<file path="config.mk">
export PLATFORM = sky130hd
export DESIGN_NAME = sfence_flush_ctrl_flat
export DESIGN_NICKNAME = d
export VERILOG_FILES = /design/src/rtl/sfence_flush_ctrl_if.sv /design/src/rtl/sfence_flush_ctrl.sv /design/src/flat_wrapper.sv
export SDC_FILE = /design/constraint.sdc
export NUM_CORES = 1
export LEC_CHECK = 0
export BUFFER_PORTS_ARGS = -buffer_cell sky130_fd_sc_hd__buf_4
export CAP_MARGIN = 25
export CORE_MARGIN = 3
export CORE_UTILIZATION = 44
export CTS_BUF_LIST = sky130_fd_sc_hd__clkbuf_16
export DETAILED_ROUTE_END_ITERATION = 7
export GPL_TIMING_DRIVEN = 0
export PLACE_DENSITY_LB_ADDON = 0.25
export RECOVER_POWER = 25
export SLEW_MARGIN = 30
export SYNTH_ARGS = -nofsm -noshare
export SYNTH_HDL_FRONTEND = slang
export SYNTH_SLANG_ARGS = --single-unit
</file>
<file path="constraint.sdc">
create_clock -name clk_i -period 2.28 [get_ports clk_i]
set_input_delay 0.114 -clock clk_i [delete_from_list [all_inputs] [get_ports clk_i]]
set_output_delay 0.114 -clock clk_i [all_outputs]
set_load 0.01 [all_outputs]
</file>
<file path="src/rtl/sfence_flush_ctrl_if.sv">
// Signal bundle between the execute-stage issue path, the sfence controller and the LSU TLBs.
// The slave modport is the controller's view; the master modport is the surrounding pipeline's view.
interface sfence_flush_ctrl_if #(
    parameter int VLEN       = 39,
    parameter int ASID_WIDTH = 1
);
    logic                  flush_i;
    logic                  sfence_valid_i;
    logic                  sfence_ready_o;
    logic [VLEN-1:0]       rs1_i;
    logic [ASID_WIDTH-1:0] rs2_i;
    logic                  rs1_is_x0_i;
    logic                  rs2_is_x0_i;
    logic                  commit_i;
    logic                  no_st_pending_i;
    logic                  stall_st_o;
    logic                  flush_tlb_o;
    logic [VLEN-1:0]       vaddr_o;
    logic [ASID_WIDTH-1:0] asid_o;
    logic                  all_vaddr_o;
    logic                  all_asid_o;
    logic                  busy_o;
    logic                  done_o;
    logic                  timeout_o;

    modport slave (
        input  flush_i, sfence_valid_i, rs1_i, rs2_i, rs1_is_x0_i, rs2_is_x0_i,
               commit_i, no_st_pending_i,
        output sfence_ready_o, stall_st_o, flush_tlb_o, vaddr_o, asid_o,
               all_vaddr_o, all_asid_o, busy_o, done_o, timeout_o
    );

    modport master (
        output flush_i, sfence_valid_i, rs1_i, rs2_i, rs1_is_x0_i, rs2_is_x0_i,
               commit_i, no_st_pending_i,
        input  sfence_ready_o, stall_st_o, flush_tlb_o, vaddr_o, asid_o,
               all_vaddr_o, all_asid_o, busy_o, done_o, timeout_o
    );
endinterface

</file>
<file path="src/rtl/sfence_flush_ctrl.sv">
// SFENCE.VMA sequencer: capture operands, wait for commit, drain stores, strobe TLB flush.
// Optional drain watchdog enabled by defining SFENCE_DRAIN_TIMEOUT_EN.
module sfence_flush_ctrl #(
    parameter int VLEN          = 39,
    parameter int ASID_WIDTH    = 1,
    parameter int DRAIN_TIMEOUT = 64
) (
    input  logic                clk_i,
    input  logic                rst_ni,
    sfence_flush_ctrl_if.slave  bus
);
    typedef enum logic [2:0] {
        IDLE        = 3'd0,
        WAIT_COMMIT = 3'd1,
        DRAIN       = 3'd2,
        FLUSH       = 3'd3,
        DONE        = 3'd4
    } state_t;

    if (DRAIN_TIMEOUT < 2) begin : g_bad_timeout
        $error("DRAIN_TIMEOUT must be >= 2");
    end

    state_t                r_state;
    state_t                w_next;
    logic                  w_capture;
    logic                  w_to_hit;
    logic [VLEN-1:0]       r_vaddr;
    logic [ASID_WIDTH-1:0] r_asid;
    logic                  r_all_vaddr;
    logic                  r_all_asid;
    logic                  r_timeout;

`ifdef SFENCE_DRAIN_TIMEOUT_EN
    localparam int CNT_W = ($clog2(DRAIN_TIMEOUT + 1) > 8) ? $clog2(DRAIN_TIMEOUT + 1) : 8;
    logic [CNT_W-1:0] r_cnt;
    logic             w_cnt_expired;

    assign w_cnt_expired = (r_cnt == CNT_W'(DRAIN_TIMEOUT - 1));

    // Counter is held at zero outside DRAIN, so it is clear on every DRAIN entry.
    always_ff @(posedge clk_i) begin
        if (!rst_ni) begin
            r_cnt     <= '0;
            r_timeout <= 1'b0;
        end else begin
            r_cnt <= (r_state == DRAIN) ? r_cnt + 1'b1 : '0;
            if (w_to_hit) r_timeout <= 1'b1;
        end
    end
`else
    logic w_cnt_expired;
    assign w_cnt_expired = 1'b0;
    assign r_timeout     = 1'b0;
`endif

    always_ff @(posedge clk_i) begin
        if (!rst_ni) r_state <= IDLE;
        else         r_state <= w_next;
    end

    always_comb begin
        w_next    = r_state;
        w_capture = 1'b0;
        w_to_hit  = 1'b0;
        unique case (r_state)
            IDLE: begin
                if (bus.sfence_valid_i && !bus.flush_i) begin
                    w_capture = 1'b1;
                    w_next    = WAIT_COMMIT;
                end
            end
            WAIT_COMMIT: begin
                // A squash wins over a same-cycle commit.
                if (bus.flush_i)       w_next = IDLE;
                else if (bus.commit_i) w_next = DRAIN;
            end
            DRAIN: begin
                if (bus.no_st_pending_i) begin
                    w_next = FLUSH;
                end else if (w_cnt_expired) begin
                    w_next   = FLUSH;
                    w_to_hit = 1'b1;
                end
            end
            FLUSH:   w_next = DONE;
            DONE:    w_next = IDLE;
            default: w_next = IDLE;
        endcase
    end

    // Operands stay frozen from capture until the controller returns to IDLE.
    always_ff @(posedge clk_i) begin
        if (!rst_ni) begin
            r_vaddr     <= '0;
            r_asid      <= '0;
            r_all_vaddr <= 1'b0;
            r_all_asid  <= 1'b0;
        end else if (w_capture) begin
            r_vaddr     <= bus.rs1_is_x0_i ? '0 : bus.rs1_i;
            r_asid      <= bus.rs2_is_x0_i ? '0 : bus.rs2_i;
            r_all_vaddr <= bus.rs1_is_x0_i;
            r_all_asid  <= bus.rs2_is_x0_i;
        end else if (w_next == IDLE) begin
            r_vaddr     <= '0;
            r_asid      <= '0;
            r_all_vaddr <= 1'b0;
            r_all_asid  <= 1'b0;
        end
    end

    always_comb begin
        bus.sfence_ready_o = (r_state == IDLE);
        bus.busy_o         = (r_state != IDLE);
        bus.stall_st_o     = (r_state == DRAIN) || (r_state == FLUSH);
        bus.flush_tlb_o    = (r_state == FLUSH);
        bus.done_o         = (r_state == DONE);
        bus.vaddr_o        = r_vaddr;
        bus.asid_o         = r_asid;
        bus.all_vaddr_o    = r_all_vaddr;
        bus.all_asid_o     = r_all_asid;
        bus.timeout_o      = r_timeout;
    end
endmodule

</file>
<file path="src/flat_wrapper.sv">
// flat-port wrapper written by rule: the top's interface ports become plain ports
module sfence_flush_ctrl_flat 
#(
    parameter int VLEN          = 39,
    parameter int ASID_WIDTH    = 1,
    parameter int DRAIN_TIMEOUT = 64
)
  (clk_i, rst_ni, bus_flush_i, bus_sfence_valid_i, bus_rs1_i, bus_rs2_i, bus_rs1_is_x0_i, bus_rs2_is_x0_i, bus_commit_i, bus_no_st_pending_i, bus_sfence_ready_o, bus_stall_st_o, bus_flush_tlb_o, bus_vaddr_o, bus_asid_o, bus_all_vaddr_o, bus_all_asid_o, bus_busy_o, bus_done_o, bus_timeout_o);
  sfence_flush_ctrl_if #(.VLEN(VLEN), .ASID_WIDTH(ASID_WIDTH)) bus_i ();
  input  logic clk_i;
  input  logic rst_ni;
  input wire logic [$bits(bus_i.flush_i)-1:0] bus_flush_i;
  input wire logic [$bits(bus_i.sfence_valid_i)-1:0] bus_sfence_valid_i;
  input wire logic [$bits(bus_i.rs1_i)-1:0] bus_rs1_i;
  input wire logic [$bits(bus_i.rs2_i)-1:0] bus_rs2_i;
  input wire logic [$bits(bus_i.rs1_is_x0_i)-1:0] bus_rs1_is_x0_i;
  input wire logic [$bits(bus_i.rs2_is_x0_i)-1:0] bus_rs2_is_x0_i;
  input wire logic [$bits(bus_i.commit_i)-1:0] bus_commit_i;
  input wire logic [$bits(bus_i.no_st_pending_i)-1:0] bus_no_st_pending_i;
  output wire logic [$bits(bus_i.sfence_ready_o)-1:0] bus_sfence_ready_o;
  output wire logic [$bits(bus_i.stall_st_o)-1:0] bus_stall_st_o;
  output wire logic [$bits(bus_i.flush_tlb_o)-1:0] bus_flush_tlb_o;
  output wire logic [$bits(bus_i.vaddr_o)-1:0] bus_vaddr_o;
  output wire logic [$bits(bus_i.asid_o)-1:0] bus_asid_o;
  output wire logic [$bits(bus_i.all_vaddr_o)-1:0] bus_all_vaddr_o;
  output wire logic [$bits(bus_i.all_asid_o)-1:0] bus_all_asid_o;
  output wire logic [$bits(bus_i.busy_o)-1:0] bus_busy_o;
  output wire logic [$bits(bus_i.done_o)-1:0] bus_done_o;
  output wire logic [$bits(bus_i.timeout_o)-1:0] bus_timeout_o;
  assign bus_i.flush_i = bus_flush_i;
  assign bus_i.sfence_valid_i = bus_sfence_valid_i;
  assign bus_i.rs1_i = bus_rs1_i;
  assign bus_i.rs2_i = bus_rs2_i;
  assign bus_i.rs1_is_x0_i = bus_rs1_is_x0_i;
  assign bus_i.rs2_is_x0_i = bus_rs2_is_x0_i;
  assign bus_i.commit_i = bus_commit_i;
  assign bus_i.no_st_pending_i = bus_no_st_pending_i;
  assign bus_sfence_ready_o = bus_i.sfence_ready_o;
  assign bus_stall_st_o = bus_i.stall_st_o;
  assign bus_flush_tlb_o = bus_i.flush_tlb_o;
  assign bus_vaddr_o = bus_i.vaddr_o;
  assign bus_asid_o = bus_i.asid_o;
  assign bus_all_vaddr_o = bus_i.all_vaddr_o;
  assign bus_all_asid_o = bus_i.all_asid_o;
  assign bus_busy_o = bus_i.busy_o;
  assign bus_done_o = bus_i.done_o;
  assign bus_timeout_o = bus_i.timeout_o;
  sfence_flush_ctrl #(.VLEN(VLEN), .ASID_WIDTH(ASID_WIDTH), .DRAIN_TIMEOUT(DRAIN_TIMEOUT)) u_core (.clk_i(clk_i), .rst_ni(rst_ni), .bus(bus_i));
endmodule
</file>
-- After elaboration in Yosys (flattened, before gate mapping)
Index checks and enable logic that the tools add are counted.
- input bits: 48
- bits in registers: 45
- output and inout port bits: 48
- word-level logic and storage cells: 31
- reduce and logical (&&, ||, !) cells: 7
- mux-type cells: 15
- eq/ne operators: 4
- operators by type and width (operator ; number):
    39-bit two-way mux ; 3
    3-bit two-way mux ; 4
    3-bit one-hot mux with 4 select lines ; 1
    1-bit two-way mux ; 7
    3-bit by 2-bit equality test with 1-bit output (second input constant) ; 2
    3-bit zero test ; 2
    3-bit by 1-bit equality test with 1-bit output (second input constant) ; 1
    3-bit equality test (second input constant) ; 1
    3-bit nonzero test ; 1
    2-bit nonzero test ; 1
    1-bit logical AND ; 1
    1-bit zero test ; 1
    1-bit logical OR ; 1

-- Logic depth before layout (Yosys ltp)
- depth after elaboration: 7
- mapped depth: 5
- gate-level depth less buffers: 3

-- Worst setup path before layout
OpenSTA, ideal clock, no wires.
- path type: register -> register
- start: register u_core.r_state[1]
- end: register u_core.r_vaddr[10] (netlist: u_core.bus.vaddr_o[10])
- library setup time: 59 ps
- path slack: 813 ps
- path buffers: 2
- cell stages (with the launch flop): 6
- data arrival time: 1408 ps
- required time: 2221 ps
- period minus slack after synthesis: 1467 ps
- cells stage by stage: dfxtp_1 > or4b_4 > nor3_4 > buf_6 > buf_6 > a22o_1
- longest elaborated chain between the ends: 5
- elaborated cells on any way between the ends: 13
- those cells by class: 3 x eq/ne; 7 x mux; 3 x reduce/logical
- RTL lines (element ; RTL line ; text):
    start, declared ; sfence_flush_ctrl.sv:24 ; state_t r_state;
    start signal, assigned ; sfence_flush_ctrl.sv:59 ; else r_state <= w_next;
    3-bit two-way mux ; sfence_flush_ctrl.sv:76 ; else if (bus.commit_i) w_next = DRAIN;
    3-bit two-way mux ; sfence_flush_ctrl.sv:75 ; if (bus.flush_i) w_next = IDLE;
    3-bit one-hot mux with 4 select lines ; sfence_flush_ctrl.sv:66 ; unique case (r_state)
    3-bit zero test ; sfence_flush_ctrl.sv:104 ; end else if (w_next == IDLE) begin
    2-bit nonzero test (no source line) ; -- ;
    end signal, assigned ; sfence_flush_ctrl.sv:100 ; r_vaddr <= bus.rs1_is_x0_i ? '0 : bus.rs1_i;
    end, declared ; sfence_flush_ctrl.sv:28 ; logic [VLEN-1:0] r_vaddr;
Several ways; a longest one is shown, not always the timed one.
A chain may end at the register's enable or synchronous reset.

-- Worst setup path in the final report
- start: register u_core.r_state[2]
- end: register u_core.r_all_asid (netlist: u_core.bus.all_asid_o)
- longest elaborated chain between the ends: 5
- elaborated cells on any way between the ends: 13
- those cells by class: 3 x eq/ne; 7 x mux; 3 x reduce/logical
- RTL lines (element ; RTL line ; text):
    3-bit two-way mux ; sfence_flush_ctrl.sv:76 ;
    3-bit two-way mux ; sfence_flush_ctrl.sv:75 ;
    3-bit one-hot mux with 4 select lines ; sfence_flush_ctrl.sv:66 ;
    3-bit zero test ; sfence_flush_ctrl.sv:104 ;
    2-bit nonzero test (no source line) ; -- ;
    end signal, assigned ; sfence_flush_ctrl.sv:103 ; r_all_asid <= bus.rs2_is_x0_i;
    end, declared ; sfence_flush_ctrl.sv:31 ; logic r_all_asid;
Several ways; a longest one is shown, not always the timed one.

==> results.cfg <==
[floorplan]
coreArea_sq_mm = 0.003103
ioPinCount = 96
start_util_pct = 47.02
die_w_um = 63.58
die_h_um = 63.58
row_count = 20
die_area_sq_mm = 0.004042

[routing]
route.vias.total = 1305
detail-route-antenna-nets = 0
drc = 0
wl_per_cell_um = 14.58
drt_iter0_markers = 55
viasPerCell = 4.962
dr.pass1.iters = 4
routed_wl_mm = 3.835

[setup_path]
cp.required_ps = 2500
slowest_delay_ps = 400
slowest_stage = a21oi_1
cp_max_fo = 10
path_cells = nand2b_1 > a21oi_1 > clkbuf_1 > a22o_1
worst_setup_path_start_kind = register
arrival_ps = 1870
cp-end-kind = register
setup.worst_path.class = register to register

[clock_network]
cts_hold_buffers = 0
clock_path_buffers = 2
cts_root_buf = clkbuf_16
postCtsSetupBuffers = 0
cts_buffers = 5
clk_pin_slew_ps = 60
htree_levels = 2
cts_resized = 0
clock_sinks = 45
clk_latency_ps = 280
cts_tree = built

[place]
hpwl_mm = 2.963
io_buffers = 94
gp_congestion = 0.7777
place_inst = 255

[logic_synthesis]
synth.most_common_cell = dfxtp_1
syn_nets = 165
synth-adder-area-share_pct = 0
synth_xor_area_share_pct = 0
synthSimpleGateAreaFrac_pct = 6.175
synth_area_leaders = dfxtp_1 (62%), a22o_1 (25%), buf_6 (1.5%)
syn_area_per_cell_sq_um = 12.47
yosys.area.top_type_share_pct = 61.75
yosys-top-cells-count = dfxtp_1 (45), a22o_1 (41), clkbuf_1 (4), inv_1 (4)
synth-seq-area-share_pct = 61.75
synth-edff-count = 0
ys_types = 20
syn-instance-count = 117
synth-main-ff-cell = dfxtp_1
synth_area_leader_cell = dfxtp_1
synthMuxAreaShare_pct = 0
async_flop_share_pct = 0
netlist_area_sq_mm = 0.001459
yosys_warnings = 0
synth.ff_latch_count = 45
synth_compound_area_share_pct = 27.02
synth_top_family_by_area = compound AO/OA/AOI/OAI gates

[timing]
final.setup.tns_ps = 0
clock.fmax_mhz = 606.4
period_share_pct = 72.32
fin_skew_ps = 1.910
rsz0062_at_grt = false
fin_crit_ps = 1649
drv_slew = 0
report.final.setup_viol = 0
hold_viol_final = 0

[grt]
grt_pass1_vias = 1296
grt_pass1_wl_mm = 5.947
grt_util_all_layers_pct = 18.90
antenna_found_initial = 0
overflow = 0
grt_max_degree = 14

[hold_path]
hp-class = input pin to register

[status]
status = completed

[power]
p_leak_uw = 0.001043
powerDensity_mw_per_mm2 = 710.3
peakVddDrop_v = 0.0005455

[final_layout]
syn2layout_area_growth_pct = 55.66
drive_above_1_share_pct = 38.36
n_fill_cell = 253
diodes = 0
final_nets = 266
stdcell_count = 263

[run]
drv_cap = 0
-- per-layer routing --
| metal | vias to the layer above | track usage (%) | share of wire (%) |
|---|---|---|---|
| li1 | 641 | - | - |
| met5 | - | 0 | 0 |
| met3 | 4 | 7.665 | 7.8 |
| met2 | 57 | 33.51 | 51 |
| met4 | 0 | 4.852 | 0.99 |
| met1 | 603 | 20.76 | 40 |
-- where the power goes --
part	internal, uW	leakage, uW	switching, uW
sequential	803	0.000364	10.4
clock	395	0.0000687	266
combinational	84.6	0.000610	54.2
-- area by class of cell --
cell class / count / area, sq um / area share [%]
clock inverter: 3 / 12.51 / 0.5510
buffer: 9 / 55.05 / 2.424
multi-input combinational: 59 / 488.0 / 21.49
sequential: 45 / 900.9 / 39.67
tap: 44 / 55.05 / 2.424
clock buffer: 5 / 125.1 / 5.510
inverter: 4 / 15.01 / 0.6612
timing repair buffer: 94 / 619.3 / 27.27
-- flip-flops by register name, indices dropped and copies added (netlist names) --
| signal | count |
|---|---|
| u_core.r_state | 3 |
| u_core.bus.all_vaddr_o | 1 |
| u_core.bus.asid_o | 1 |
| u_core.bus.vaddr_o | 39 |
| u_core.bus.all_asid_o | 1 |
-- critical path, delay by kind of cell (launching register included) --
family | cells | cell delay (ps)
DFF | 1 | 330
buffers and inverters | 1 | 400
and+or+nand+nor | 1 | 250
AOI/OAI and AO/OA | 2 | 620
-- placed cells by master (no fill, tap or decap), drive strengths merged, types with 2 or more instances in the layout --
cell type	count
inv	4
a22o	41
clkbuf	32
buf	76
dfxtp	45
nor2	2
clkinv	3
nand2b	3
a21oi	3
-- cells by family after synthesis --
family,Yosys count
and+or+nand+nor,12
AOI/OAI and AO/OA,46
buffers and inverters,13
DFF,45
other,1
-- stage by stage --
step | setup WS, ps | total power [uW] | hold WS, ps | instance area [sq um] | utilization (%)
final | 631.0 | 1613 | 42.61 | 2271 | 73.19
after CTS | 616.0 | 1629 | 38.66 | 2357 | 75.97
after global routing | 474.9 | 1671 | 39.58 | 2271 | 73.19
after global placement | 630.2 | 969.6 | 323.5 | 2220 | 71.53
after detailed placement | 604.5 | 975.2 | 327.7 | 2220 | 71.53
after floorplan | 812.9 | 874.9 | 239.7 | 1459 | -
-- final timing paths --
path | startpoint | end | slack [ps] | cells after the start
worst max register to register | u_core.r_state[2] | u_core.bus.all_asid_o | 630 | 4
worst min register to register | u_core.bus.vaddr_o[26] | u_core.bus.vaddr_o[26] | 480 | 1
worst max-delay path | u_core.r_state[2] | u_core.bus.all_asid_o | 630 | 4
worst min-delay path | bus_rs1_i[26] | u_core.bus.vaddr_o[26] | 40 | 2
Power figures use the tool's default switching activity.
